## config.mk

```make
export PLATFORM = sky130hd
export DESIGN_NAME = uart_hex_tx
export DESIGN_NICKNAME = d
export VERILOG_FILES = /design/src/rtl/uart_pkg.sv /design/src/rtl/uart_byte_tx.sv /design/src/rtl/uart_hex_tx.sv
export SDC_FILE = /design/constraint.sdc
export NUM_CORES = 1
export LEC_CHECK = 0
export ABC_CLOCK_PERIOD_IN_PS = 2000
export BUFFER_PORTS_ARGS = -buffer_cell sky130_fd_sc_hd__buf_2
export CAP_MARGIN = 20
export CORE_UTILIZATION = 40
export DETAILED_ROUTE_END_ITERATION = 8
export PLACE_DENSITY_LB_ADDON = 0.1
export SETUP_SLACK_MARGIN = 0.05
export SYNTH_ARGS = -nofsm -noshare
export SYNTH_HDL_FRONTEND = slang
export SYNTH_SLANG_ARGS = --single-unit
```

## constraint.sdc

```tcl
create_clock -name CLK100MHZ -period 2 [get_ports CLK100MHZ]
set_input_delay 0.2 -clock CLK100MHZ [delete_from_list [all_inputs] [get_ports CLK100MHZ]]
set_output_delay 0.2 -clock CLK100MHZ [all_outputs]
set_load 0.005 [all_outputs]
```

## src/rtl/uart_pkg.sv

```systemverilog
// Shared types and helpers for the hex-dump UART transmitter.
package uart_pkg;

  typedef enum logic [1:0] {IDLE, START_BIT, DATA_BITS, STOP_BIT} tx_state_t;

  localparam logic [7:0] ASCII_CR = 8'h0D;
  localparam logic [7:0] ASCII_LF = 8'h0A;

  // Upper-case ASCII for one hex digit ('A' - 10 = 0x37).
  function automatic logic [7:0] hex2ascii(input logic [3:0] nib);
    return (nib < 4'd10) ? (8'h30 + {4'h0, nib}) : (8'h37 + {4'h0, nib});
  endfunction

endpackage

```

## src/rtl/uart_byte_tx.sv

```systemverilog
// 8N1 byte serialiser; byte_ready in the last stop-bit cycle lets callers chain bytes with no gap.
module uart_byte_tx
  import uart_pkg::*;
#(
  parameter int CLKS_PER_BIT = 868
) (
  input  logic       clk,
  input  logic       rst_n,
  input  logic [7:0] byte_data,
  input  logic       byte_valid,
  output logic       byte_ready,
  output logic       tx
);

  localparam int CW = (CLKS_PER_BIT > 2) ? $clog2(CLKS_PER_BIT) : 1;
  localparam logic [CW-1:0] LAST = CW'(CLKS_PER_BIT - 1);

  tx_state_t     state, state_nx;
  logic [CW-1:0] baud_cnt, cnt_nx;
  logic [2:0]    bit_idx, bit_nx;
  logic [7:0]    shreg, sh_nx;
  logic          tx_q, tx_nx;
  logic          wrap;

  assign wrap = (baud_cnt == LAST);
  assign tx   = tx_q;

  always_ff @(posedge clk or negedge rst_n) begin
    if (!rst_n) begin
      state    <= IDLE;
      baud_cnt <= '0;
      bit_idx  <= '0;
      shreg    <= '0;
      tx_q     <= 1'b1;
    end else begin
      state    <= state_nx;
      baud_cnt <= cnt_nx;
      bit_idx  <= bit_nx;
      shreg    <= sh_nx;
      tx_q     <= tx_nx;
    end
  end

  // tx_nx is the line level for the next cycle, so the pin comes straight off a flop.
  always_comb begin
    state_nx   = state;
    cnt_nx     = wrap ? '0 : baud_cnt + 1'b1;
    bit_nx     = bit_idx;
    sh_nx      = shreg;
    tx_nx      = tx_q;
    byte_ready = 1'b0;
    case (state)
      IDLE: begin
        byte_ready = 1'b1;
        cnt_nx     = '0;
        tx_nx      = 1'b1;
        if (byte_valid) begin
          state_nx = START_BIT;
          sh_nx    = byte_data;
          tx_nx    = 1'b0;
        end
      end
      START_BIT: begin
        if (wrap) begin
          state_nx = DATA_BITS;
          bit_nx   = '0;
          tx_nx    = shreg[0];
        end
      end
      DATA_BITS: begin
        if (wrap) begin
          if (bit_idx == 3'd7) begin
            state_nx = STOP_BIT;
            tx_nx    = 1'b1;
          end else begin
            bit_nx = bit_idx + 3'd1;
            sh_nx  = shreg >> 1;
            tx_nx  = shreg[1];
          end
        end
      end
      STOP_BIT: begin
        if (wrap) begin
          byte_ready = 1'b1;
          if (byte_valid) begin
            state_nx = START_BIT;
            sh_nx    = byte_data;
            tx_nx    = 1'b0;
          end else begin
            state_nx = IDLE;
            tx_nx    = 1'b1;
          end
        end
      end
      default: begin
        state_nx = IDLE;
        tx_nx    = 1'b1;
      end
    endcase
  end

endmodule

```

## src/rtl/uart_hex_tx.sv

```systemverilog
// Sends a captured 32-bit word as 8 upper-case hex characters plus CR LF over 8N1 serial.
module uart_hex_tx
  import uart_pkg::*;
#(
  parameter int CLK_FREQ = 100000000,
  parameter int BAUD     = 115200
) (
  input  logic        CLK100MHZ,
  input  logic        rst_n,
  input  logic        start,
  input  logic [31:0] data,
  output logic        busy,
  output logic        done,
  output logic        rs232_tx
);

  localparam int CLKS_PER_BIT = CLK_FREQ / BAUD;

  logic [31:0] shift_word;
  logic [3:0]  char_idx;
  logic        accept, byte_valid, byte_ready;
  logic [7:0]  byte_data, next_char;

  assign accept = start & ~busy;

  // shift_word[27:24] always holds the nibble for char_idx+1; char 0 goes straight from data.
  always_comb begin
    next_char = ASCII_LF;
    if (char_idx < 4'd7)       next_char = hex2ascii(shift_word[27:24]);
    else if (char_idx == 4'd7) next_char = ASCII_CR;
  end

  assign byte_valid = accept | (busy & (char_idx != 4'd9));
  assign byte_data  = accept ? hex2ascii(data[31:28]) : next_char;

  always_ff @(posedge CLK100MHZ or negedge rst_n) begin
    if (!rst_n) begin
      shift_word <= '0;
      char_idx   <= '0;
      busy       <= 1'b0;
      done       <= 1'b0;
    end else begin
      done <= 1'b0;
      if (accept) begin
        shift_word <= data;
        char_idx   <= '0;
        busy       <= 1'b1;
      end else if (busy && byte_ready) begin
        if (char_idx == 4'd9) begin
          busy <= 1'b0;
          done <= 1'b1;
        end else begin
          char_idx   <= char_idx + 4'd1;
          shift_word <= shift_word << 4;
        end
      end
    end
  end

  uart_byte_tx #(.CLKS_PER_BIT(CLKS_PER_BIT)) u_byte_tx (
    .clk       (CLK100MHZ),
    .rst_n     (rst_n),
    .byte_data (byte_data),
    .byte_valid(byte_valid),
    .byte_ready(byte_ready),
    .tx        (rs232_tx)
  );

endmodule

```

==> Word-level counts from Yosys, hierarchy flattened <==
Index checks and enable logic that the tools add are counted.
{ "totals": {"reg_bits": 58, "input_bits": 35, "output_inout_bits": 3, "word_cells": 93} }
{ "op_classes": {"addsub": 7, "magnitude_cmp": 3, "eq_ne": 15, "muxes": 43, "n_bitwise": 4, "reduce_logical": 12} }
{ "op_table": {"columns": ["cell", "n"], "rows": [
  ["$mux W28", 3],
  ["$mux W8", 6],
  ["$add A6 B4 Y7 const A", 4],
  ["$pmux W8 S3", 1],
  ["$mux W10", 2],
  ["$mux W7", 2],
  ["$mux W1", 13],
  ["$mux W3", 4],
  ["$mux W4", 3],
  ["$add A10 B1 Y10 const B", 1],
  ["$eq A10 B10 Y1 const B", 1],
  ["$mux W2", 5],
  ["$lt A4 B4 Y1 const B", 2],
  ["$ne A2 B1 Y1 const B", 4],
  ["$pmux W2 S4", 1],
  ["$reduce_and A4 Y1", 2],
  ["$ne A2 B2 Y1 const B", 3],
  ["$pmux W3 S2", 1],
  ["$reduce_bool A2 Y1", 3],
  ["$reduce_and A5 Y1", 1],
  ["$add A4 B1 Y4 const B", 1],
  ["$eq A2 B2 Y1 const B", 2],
  ["$eq A4 B3 Y1 const B", 1],
  ["$eq A4 B4 Y1 const B", 1],
  ["other kinds (15)", 17]
]} }

==> Logic depth before layout (Yosys ltp) <==
Gate-level depths: netlist (run 1).
{ "logic_depth": {"ltp_word": 7, "ltp_mapped": 9, "ltp_nobuf": 7} }

==> Cells and area by module <==
From an unflattened synthesis (run 1), not the netlist that was laid out.
{ "unflattened": {"cells_unflattened": 295, "hier_area_um2": 3198.1} }
{ "modules_own_cells": {"columns": ["mod", "instances", "cells_each", "area_per_inst_um2", "seq_area_each_um2"], "rows": [
  ["uart_hex_tx", 1, 177, 1841.8, 850.8],
  ["uart_byte_tx", 1, 118, 1356.3, 601.8]
]} }

==> Worst setup path before layout (run 1) <==
Ideal clock, no wire load.
{ "synth_timing": {"path_type": "register -> register", "startpoint": "reg u_byte_tx.baud_cnt[4]", "endpoint": "reg u_byte_tx.shreg[3]", "setup_ns": 0.125, "arrival_time_ns": 1.973, "required_ns": 1.875, "slack_ns": -0.097, "path_stages_with_launch": 6, "path_buffers": 1, "synth_period_minus_slack_ns": 2.097, "cell_sequence": "dfrtp_1 -> or3_4 -> or3_1 -> buf_2 -> a211oi_4 -> mux2_2"} }
{ "synth_between": {"elab_chain_cells": 3, "elab_cells_between_ends": 4, "classes_between": "3 x eq/ne; 1 x reduce/logical"} }
{ "synth_lines": {"columns": ["item", "line", "rtl"], "rows": [
  ["start: declaration", "uart_byte_tx.sv:19", "logic [CW-1:0] baud_cnt, cnt_nx;"],
  ["start signal: assignment", "uart_byte_tx.sv:37", "baud_cnt <= cnt_nx;"],
  ["$eq A10 B10 Y1 (*)", "uart_byte_tx.sv:25", "assign wrap = (baud_cnt == LAST);"],
  ["$ne A2 B1 Y1 (no line)", null, null],
  ["$reduce_and A4 Y1 (no line) (*)", null, null],
  ["end signal: assignment", "uart_byte_tx.sv:39", "shreg <= sh_nx;"],
  ["end: declaration", "uart_byte_tx.sv:21", "logic [7:0] shreg, sh_nx;"]
]} }
Mark *: on every way between the ends. The rest lies on a longest branch, timed or not.
A chain may end at the register's enable or synchronous reset.

==> Worst setup path in the final report (run 1) <==
{ "layout_timing": {"startpoint": "reg u_byte_tx.baud_cnt[4]", "endpoint": "reg u_byte_tx.shreg[6]"} }
The elaborated chain is that of the path after synthesis.

==> results of run 1 <==
## final timing paths
kind,end,slack (ps),depth (start not counted)
min in group asynchronous,u_byte_tx.baud_cnt[0]$_DFF_PN0_,400,2
min reg2reg,shift_word[16]$_DFFE_PN0P_,480,2
max in group asynchronous,shift_word[17]$_DFFE_PN0P_,1000,3
max reg2reg,u_byte_tx.shreg[6]$_DFFE_PN0P_,60,5
min,shift_word[2]$_DFFE_PN0P_,80,2
max,u_byte_tx.shreg[6]$_DFFE_PN0P_,60,5
## state kept, by name (all words and copies together), names as in the netlist
signal	count
u_byte_tx.baud_cnt	10
u_byte_tx.bit_idx	3
busy	1
u_byte_tx.shreg	7
u_byte_tx.state	2
char_idx	4
shift_word	28
done	1
u_byte_tx.tx	1
## cell type report
| type | count | area [sq um] | share of cell area (%) |
|---|---|---|---|
| clock buffer | 10 | 138 | 3.53 |
| clock inverter | 6 | 57.6 | 1.48 |
| inverter | 15 | 56.3 | 1.44 |
| multi-input combinational | 223 | 1580 | 40.6 |
| sequential | 57 | 1430 | 36.6 |
| tap | 99 | 124 | 3.18 |
| timing repair buffer | 73 | 510 | 13.1 |
## power by group through the flow
stage               clock network, mW  logic (mW)  registers (mW)
floorplan                           0        1.34            1.64
global placement                    0        2.07            1.65
detailed placement                  0        2.09            1.66
CTS                              1.09        2.16            1.64
global route                     1.14        2.68            1.69
finish                           1.06        2.42            1.65
## cell families after synthesis
kind of cell / Yosys count / synth area share (%)
DFF: 57 / 47.0
adders and majority gates: 13 / 5.36
buffers and inverters: 31 / 3.87
xor gates and xnor gates: 10 / 2.89
and+or+nand+nor: 88 / 14.0
AOI/OAI and AO/OA: 81 / 16.4
muxes: 31 / 10.4
## routing by layer
layer | vias up | wire length, um | part of all wire [%]
met4 | 0 | 117 | 1.8
met3 | 11 | 204 | 3.1
met5 | - | 0 | 0
met1 | 1157 | 3100 | 47
met2 | 37 | 3200 | 48
li1 | 1227 | - | -
## stage by stage
step / power [mW] / util, %
6_report: 5.13 / 53.4
2_1_floorplan: 2.98 / -
4_1_cts: 4.89 / 52.2
5_1_grt: 5.51 / 53.4
3_3_place_gp: 3.71 / 49.0
3_5_place_dp: 3.76 / 49.0
## worst reg2reg max path, stage by stage, from the launching register on
cell and delay [ps]:
dfrtp_1 380, or3_4 380, or3_4 360, a211oi_4 220, buf_6 160, mux2_2 330
## placed cells by master (no fill, tap or decap), types with 3 or more instances in the layout
cell       n
a21oi_1   10
ha_1      10
a31oi_1    3
xor2_1     4
o21ai_1    3
a211oi_1   3
buf_4     28
mux2i_1   26
inv_1     13
dfrtp_1   56
clkinv_2   4
nand2b_1   3
nor3_1     3
buf_2     37
clkbuf_8  10
xnor2_1    6
mux2_2     3
buf_6      4
a22o_1     4
o21ai_0   37
or3_1      3
nor2_1    16
buf_12     3
nand2_1   40
nand3_1    6
o211ai_1   3
## timing repair
action,in CTS,in global routing
gates resized for setup,4,16
hold buffers,1,0
pin swaps,1,7
hold endpoints to repair,21,0
setup buffers,1,4
endpoints found under the setup margin,36,29
==> results.ini, run 1 <==
[outcome]
outcome=finished clean

[pwr]
clkPwrFrac_pct=20.6
pwr-share-seq_pct=32.1
power.switching_mw=1.85
power_density_mw_per_mm2=1320
leakage_nw=1.72
netSwitchingFraction_pct=36.0
p_int_mw=3.28
combPwrFrac_pct=47.3
peakVddDrop_mv=0.612

[logic_synthesis]
yosys-top-cells-area=dfrtp_1, mux2i_1, o21ai_0
synth-main-ff-cell=dfrtp_1
yosysSeqAreaShare_pct=47.0
synth-edff-count=0
async_reset_ff_share_pct=100
syn_inst=311
ys_warn_count=0
synth_top_area_cell=dfrtp_1
synthDistinctLibCells=46
avgSynthCellArea_sq_um=9.76
syn-num-nets=359
syn_area_sq_mm=0.00304
ys_top_cells_by_count=dfrtp_1, nand2_1, o21ai_0
yosysMostFrequentCell=dfrtp_1
synth_seq_cells=57
synth_top_area_share_pct=46.2

[sta]
rsz0062_at_grt=yes
finalClockSkew_ps=6.89
finalMaxSlewViolations=0
fmax_ghz=0.514
timing.final.crit_period_ps=1940
setup_tns_ps=0
fin_hold_ws_ps=83.8
tightestPinTransition_ps=597
max-slew-margin-rel_pct=60.2
fin_crit_sh_pct=97.2
setup_viol=0
worst_slack_ps=55.5
hold_viol_final=0

[placement]
dpl_worst_slack_ps=-87.1
hpwl_um=4840
placed_area_sq_mm=0.00357
gp_congestion=0.819
placedCellCount=461
io_buffer_count=37

[grt]
met3_usage_pct=4.16
use_met1_pct=24.3
grt_max_degree=31
antenna_found_initial=0
use_met2_pct=30.9
grt-busiest-layer=met2
grt_util_all_layers_pct=18.9
grt_pass1_wl_um=11200
grt_pass1_vias=2377
grt-ovfl-total=0

[worst_setup_path]
crit_arrival_ps=2160
cp_max_fo=7
crit_buf_inv=1
path_cells=or3_4 > or3_4 > a211oi_4 > buf_6 > mux2_2
crit_type=register to register
cp.required_ps=2210
cpMaxStageDelayCell=dfrtp_1
cpPeakStageDelay_ps=380
cp-startpoint=u_byte_tx.baud_cnt[4]$_DFF_PN0_
critPathCaptureType=register
crit_top_cell=or3_4
start_kind=register
rr_startpoint=u_byte_tx.baud_cnt[4]$_DFF_PN0_
cp_top_family=simple AND/OR/NAND/NOR gates

[cts]
clockBufferDepth=2
htreeDepth=3
cts_buffers=9
cts.clk_slew.worst_paths_ps=70
cts_sinks=57
worstSkewPairLatency_ps=330
cts_tree=yes
ctsRootBufferMaster=clkbuf_8

[floorplanning]
die_w_um=89.1
dieHeight_um=89.1
core-area_sq_mm=0.00729
start_util_pct=41.6
die_area_sq_mm=0.00794
ioPinCount=38
rows=31

[cells_and_area]
area_growth_pct=28.4
fillCellCount=697
instances_no_fill=483
layout-drive-gt1-share_pct=29.4
n_antenna_cell=0
design_area_sq_mm=0.00390
finalNetCount=427

[drt]
ant_nets=0
viasPerCell=5.04
finalWirelength_um=6620
routed-via-count=2432
drc=0
drt_iter0_markers=107
dr.pass1.iters=7
wire_per_inst_um=13.7

[worst_hold_path]
holdCritStartpoint=data[2]
worstHoldPathType=input pin to register

[flow_run]
cap_violations=0

Power figures use the tool's default switching activity.
==> run 2: changes to the inputs <==
Settings changed: ABC_AREA set to 1.
==> results.ini, run 2 <==
[outcome]
outcome=finished clean

[drt]
ant_nets=0  ; unchanged
viasPerCell=4.74  ; -5.8%
dr.pass1.iters=6  ; -1
finalWirelength_um=7390  ; +12%
drc=0  ; unchanged
wire_per_inst_um=12.0  ; -13%
drt_iter0_markers=104  ; -2.8%
routed-via-count=2925  ; +20%

[cells_and_area]
largest-register=shift_word
fillCellCount=854  ; +23%
layout-drive-gt1-share_pct=19.7  ; -9.7 points
finalNetCount=555  ; +30%
top_regs=shift_word (28), u_byte_tx.baud_cnt (10), u_byte_tx.shreg (7)
final_common_cell=nand2_1
area_growth_pct=15.1
mostFrequentLayoutCells=nand2_1, dfrtp_1, buf_2
largest_reg_flops=28  ; unchanged
n_antenna_cell=0  ; unchanged

[worst_setup_path]
crit_arrival_ps=2030  ; -130 ps
critPathCaptureType=register
start_kind=register
cp.required_ps=2220  ; about the same
crit_type=register to register
cp_max_fo=32  ; +25

[sta]
fin_crit_sh_pct=90.4  ; -6.8 points
rsz0062_at_grt=no
setup_tns_ps=0  ; unchanged
timing.final.crit_period_ps=1810  ; -136 ps
hold_viol_final=0  ; unchanged
finalClockSkew_ps=10.4  ; +3.54 ps
max-slew-margin-rel_pct=59.2  ; -1.0 points
tightestPinTransition_ps=606  ; +9.29 ps
finalMaxSlewViolations=0  ; unchanged
fmax_ghz=0.553  ; +7.5%
setup_viol=0  ; unchanged

[cts]
cts_buffers=9  ; unchanged
htreeDepth=3  ; unchanged
cts.clk_slew.worst_paths_ps=70  ; about the same
clockBufferDepth=2  ; unchanged
cts_sinks=57  ; unchanged
worstSkewPairLatency_ps=330  ; about the same
ctsRootBufferMaster=clkbuf_8
cts_tree=yes

[pwr]
pwr-share-seq_pct=49.1  ; +17 points
combPwrFrac_pct=9.5  ; -38 points
power.switching_uw=651  ; -65%
peakVddDrop_mv=0.342  ; -44%
leakage_nw=2.17  ; +26%
clkPwrFrac_pct=41.4  ; +21 points
netSwitchingFraction_pct=25.2  ; -11 points
p_total_mw=2.59  ; -50%
p_int_mw=1.94  ; -41%
power_density_mw_per_mm2=652  ; -50%

[placement]
hpwl_um=4980  ; +3.0%
gp_congestion=0.812  ; -0.87%
io_buffer_count=37  ; unchanged

[floorplanning]
start_util_pct=41.7  ; +0.10 points
core-area_sq_mm=0.00826  ; +13%
die_w_um=94.8  ; +6.4%
die_area_sq_mm=0.00899  ; +13%
rows=33  ; +6.5%
dieHeight_um=94.8  ; +6.4%
ioPinCount=38  ; unchanged

[logic_synthesis]
synth-main-ff-cell=dfrtp_1
yosysSeqAreaShare_pct=41.4  ; -5.6 points
yosys-top-cells-area=dfrtp_1, nand2_1, nand3_2
syn_area_sq_mm=0.00345  ; +14%
synth-edff-count=0  ; unchanged
synth_compound_area_share_pct=4.18  ; -12 points
syn_inst=461  ; +48%
synthXorXnorAreaFrac_pct=1.53  ; -1.4 points
ys_warn_count=0  ; unchanged
avgSynthCellArea_sq_um=7.47  ; -23%
yosysMostFrequentCell=nand2_1
synthSimpleGateAreaFrac_pct=40.3  ; +26 points
synth-adder-area-share_pct=4.72  ; -0.64 points
synthDistinctLibCells=30  ; -35%
synth_top_area_cell=dfrtp_1
syn-num-nets=509  ; +42%
synth_top_area_share_pct=40.7  ; -5.5 points
synth_top_family_by_area=simple AND/OR/NAND/NOR gates
muxShareOfSynthArea_pct=0  ; -10 points
ys_top_cells_by_count=nand2_1, dfrtp_1, nor2_1
synth_seq_cells=57  ; unchanged
async_reset_ff_share_pct=100  ; unchanged

[worst_hold_path]
worstHoldPathType=input pin to register

[flow_run]
cap_violations=0  ; unchanged

[grt]
grt_pass1_vias=2881  ; +21%
grt_pass1_wl_um=13100  ; +17%
grt_max_degree=58  ; +87%
antenna_found_initial=0  ; unchanged
grt_util_all_layers_pct=18.8  ; -0.084 points
grt-ovfl-total=0  ; unchanged

==> run 2: cell types whose count changed in the layout (fill, tap and decap cells not counted), moves of 4 or more <==
cell     change
nand2_1    +172
a22o_1       -4
mux2i_1     -26
buf_6        -4
buf_4       -18
inv_1       +16
xnor2_1      -6
o21ai_0     -22
nor2_1      +18
nand3_2     +20
nand3_1     +16
==> run 2: per-stage QoR <==
step	area, sq um	utilization (%)	setup WS, ps	hold slack, ps	instances
after floorplan	3450	-	376	-95.6	461
final	3970	48.0	191	62.3	617
after detailed placement	3750	45.4	174	235	599
after CTS	3950	47.8	160	46.2	616
after global placement	3750	45.4	219	234	599
after global routing	3970	48.0	53.3	49.1	617
==> run 2: what timing repair did <==
| item | in CTS | in global routing |
|---|---|---|
| endpoints found under the hold margin | 56 | 0 |
| gates resized for setup | 0 | 3 |
| setup buffers | 0 | 1 |
| hold buffers | 1 | 0 |
| setup endpoints to repair | 0 | 8 |
==> run 2: path summary, 6_finish.rpt <==
path                                           startpoint                         endpoint  slack [ps]  cells past startpoint
min                                               data[1]        shift_word[1]$_DFFE_PN0P_          60                      3
max reg2reg                u_byte_tx.state[0]$_DFFE_PN0P_          char_idx[2]$_DFFE_PN0P_         190                      9
min in group asynchronous                           rst_n  u_byte_tx.baud_cnt[7]$_DFF_PN0_         390                      3
min reg2reg                    shift_word[23]$_DFFE_PN0P_       shift_word[23]$_DFFE_PN0P_         470                      2
max                        u_byte_tx.state[0]$_DFFE_PN0P_          char_idx[2]$_DFFE_PN0P_         190                      9
max in group asynchronous                           rst_n         u_byte_tx.tx$_DFFE_PN1P_        1310                      3
==> run 2: layer usage <==
| metal | vias to the layer above | wire [um] | GRT usage (%) |
|---|---|---|---|
| li1 | 1535 | - | - |
| met1 | 1337 | 3610 | 23.6 |
| met2 | 49 | 3460 | 31.9 |
| met3 | 4 | 265 | 5.07 |
| met4 | 0 | 53 | 4.55 |
| met5 | - | 0 | 0 |
==> run 2: area by class of cell <==
type	count	area, sq um	share of cell area, %
clock buffer	13	149	3.75
clock inverter	3	40.0	1.01
inverter	34	128	3.22
multi-input combinational	354	1760	44.4
sequential	57	1430	36.0
tap	105	131	3.31
timing repair buffer	51	330	8.33
==> run 2: logic make-up after synthesis <==
family | after synthesis
XOR/XNOR | 6
buffers and inverters | 50
adder cells (fa/ha/maj) | 13
AO/OA/AOI/OAI | 27
AND/OR/NAND/NOR | 308
flip-flops | 57
==> run 2: power groups by stage <==
stage	Clock (mW)	Sequential, mW	Combinational (mW)
after floorplan	0	1.28	0.161
after global placement	0	1.29	0.247
after detailed placement	0	1.29	0.251
after CTS	1.12	1.27	0.253
after global routing	1.15	1.28	0.300
final	1.07	1.27	0.246
==> run 2: critical path: stages (launching register included) <==
cell and delay [ps]:
dfrtp_1 440, inv_1 110, ha_1 380, a21oi_1 230
nand2_4 100, nand2_4 80, nand2_2 70, buf_12 170
nand2_1 70, nand2_1 50
==> run 3: changes to the inputs <==
==> constraint.sdc (replaced) <==
create_clock -name CLK100MHZ -period 2 [get_ports CLK100MHZ]
set_input_delay 0.6 -clock CLK100MHZ [delete_from_list [all_inputs] [get_ports CLK100MHZ]]
set_output_delay 0.6 -clock CLK100MHZ [all_outputs]
set_load 0.005 [all_outputs]
==> results.ini, run 3 (synthesized netlist as in run 2, its figures left out) <==
[cts]
worstSkewPairLatency_ps=340  ; about the same
ctsRootBufferMaster=clkbuf_8
htreeDepth=3  ; unchanged
post_cts_buffers=0  ; unchanged
cts_tree=yes
cts_sinks=57  ; unchanged
clockBufferDepth=2  ; unchanged
ctsHoldBuffers=0  ; -1
post_cts_resize_count=0  ; unchanged
cts.clk_slew.worst_paths_ps=70  ; about the same
cts_buffers=9  ; unchanged

[cells_and_area]
mostFrequentLayoutCells=nand2_1, dfrtp_1, buf_2
largest-register=shift_word
post-route-util_pct=48.6  ; +0.58 points
n_antenna_cell=0  ; unchanged
layout-drive-gt1-share_pct=20.4  ; +0.66 points
area_growth_pct=16.5
final_common_cell=nand2_1
largest_reg_flops=28  ; unchanged
instances_no_fill=620  ; +0.49%
fillCellCount=858  ; +0.47%
finalNetCount=558  ; +0.54%
top_regs=shift_word (28), u_byte_tx.baud_cnt (10), u_byte_tx.shreg (7)

[worst_setup_path]
cp_max_fo=32  ; unchanged
crit_buf_inv=3  ; +1
rr_startpoint=u_byte_tx.state[1]$_DFFE_PN0P_
cp.required_ps=2220  ; about the same
cpPeakStageDelay_ps=390  ; -50 ps
cp-startpoint=u_byte_tx.state[1]$_DFFE_PN0P_
cp_top_family=buffers and inverters
cpMaxStageDelayCell=dfrtp_1
path_cells=inv_1 > ha_1 > inv_1 > a21oi_2 > nand2_4 > nand2_4 > nand2_2 > buf_12 > nand2_1 > nand2_1
crit_type=register to register
start_kind=register
crit_arrival_ps=1990  ; -40 ps
critPathCaptureType=register

[drt]
ant_nets=0  ; unchanged
wl_met1_um=3460  ; -4.1%
route.met2.wl_um=3330  ; -3.7%
viasPerCell=4.70  ; -0.76%
top_layer_used=met4
drc=0  ; unchanged
drt_iter0_markers=88  ; -15%
routed-via-count=2917  ; -0.27%
met3_wirelength_um=264  ; -0.38%
wire_per_inst_um=11.5  ; -3.6%
finalWirelength_um=7160  ; -3.2%
dr.pass1.iters=4  ; -2

[sta]
finalClockSkew_ps=10.6  ; +0.126 ps
max-slew-margin-rel_pct=70.9  ; +12 points
fin_crit_sh_pct=88.6  ; -1.9 points
rsz0062_at_grt=no
timing.final.crit_period_ps=1770  ; -37.2 ps
tightestPinTransition_ps=436  ; -170 ps
worst_slack_ps=228  ; +37.2 ps
setup_tns_ps=0  ; unchanged
setup_viol=0  ; unchanged
hold_viol_final=0  ; unchanged
finalMaxSlewViolations=0  ; unchanged
fmax_ghz=0.564  ; +2.1%

[floorplanning]
core-area_sq_mm=0.00826  ; unchanged
dieHeight_um=94.8  ; unchanged
rows=33  ; unchanged
start_util_pct=41.7  ; unchanged
die_w_um=94.8  ; unchanged
die_area_sq_mm=0.00899  ; unchanged
ioPinCount=38  ; unchanged

[grt]
antenna_found_initial=0  ; unchanged
grt-ovfl-total=0  ; unchanged
grt_max_degree=41  ; -29%
grt_util_all_layers_pct=18.6  ; -0.13 points
grt_pass1_vias=2915  ; +1.2%
grt_pass1_wl_um=13000  ; -0.69%

[flow_run]
cap_violations=0  ; unchanged

[placement]
hpwl_um=5020  ; +0.78%
dpl_worst_slack_ps=165  ; -9.36 ps
gp_congestion=0.766  ; -5.6%
io_buffer_count=37  ; unchanged
placedCellCount=604  ; +0.83%

[pwr]
leakage_nw=2.20  ; +1.4%
peakVddDrop_mv=0.384  ; +12%
power_density_mw_per_mm2=684  ; +4.9%
p_total_mw=2.74  ; +6.1%

[worst_hold_path]
worstHoldPathType=input pin to asynchronous set/reset pin

[outcome]
outcome=finished clean

[run 3: cell types whose count changed in the layout (fill, tap and decap cells not counted), sizes merged]
cell         change
clkbuf           +1
buf              +4
clkinv           -2
bufinv           +1
dlygate4sd3      -1
[run 3: routing by layer]
layer | vias to the layer above | global-route usage (%)
met5 | - | 0
met4 | 0 | 6.44
met3 | 9 | 4.59
met2 | 49 | 30.5
met1 | 1319 | 24.0
li1 | 1540 | -
[run 3: worst paths after layout]
kind,cells after the start,slack (ps),endpoint
max,10,230,shift_word[13]$_DFFE_PN0P_
max reg2reg,10,230,shift_word[13]$_DFFE_PN0P_
min reg2reg,2,470,shift_word[1]$_DFFE_PN0P_
max in group asynchronous,2,1240,shift_word[9]$_DFFE_PN0P_
min,1,190,u_byte_tx.baud_cnt[6]$_DFF_PN0_
min in group CLK100MHZ,3,460,shift_word[2]$_DFFE_PN0P_
[run 3: layout make-up]
type	instances	area, sq um	area share, %
Sequential cell	57	1430	35.6
Clock buffer	14	163	4.05
Timing Repair Buffer	54	350	8.73
Multi-Input combinational cell	354	1760	43.7
Tap cell	105	131	3.27
Inverter	34	128	3.18
Clock inverter	2	60.1	1.50
[run 3: through the flow]
| step | instance area [sq um] | hold slack, ps |
|---|---|---|
| 4_1_cts | 4010 | 190 |
| 3_3_place_gp | 3790 | 455 |
| 6_report | 4020 | 192 |
| 5_1_grt | 4020 | 216 |
| 2_1_floorplan | 3450 | 304 |
| 3_5_place_dp | 3790 | 458 |
[run 3: power breakdown]
| group | switching (mW) | internal, mW | total [mW] |
|---|---|---|---|
| Sequential | 0.0457 | 1.22 | 1.27 |
| Combinational | 0.146 | 0.104 | 0.250 |
| Clock | 0.453 | 0.772 | 1.22 |
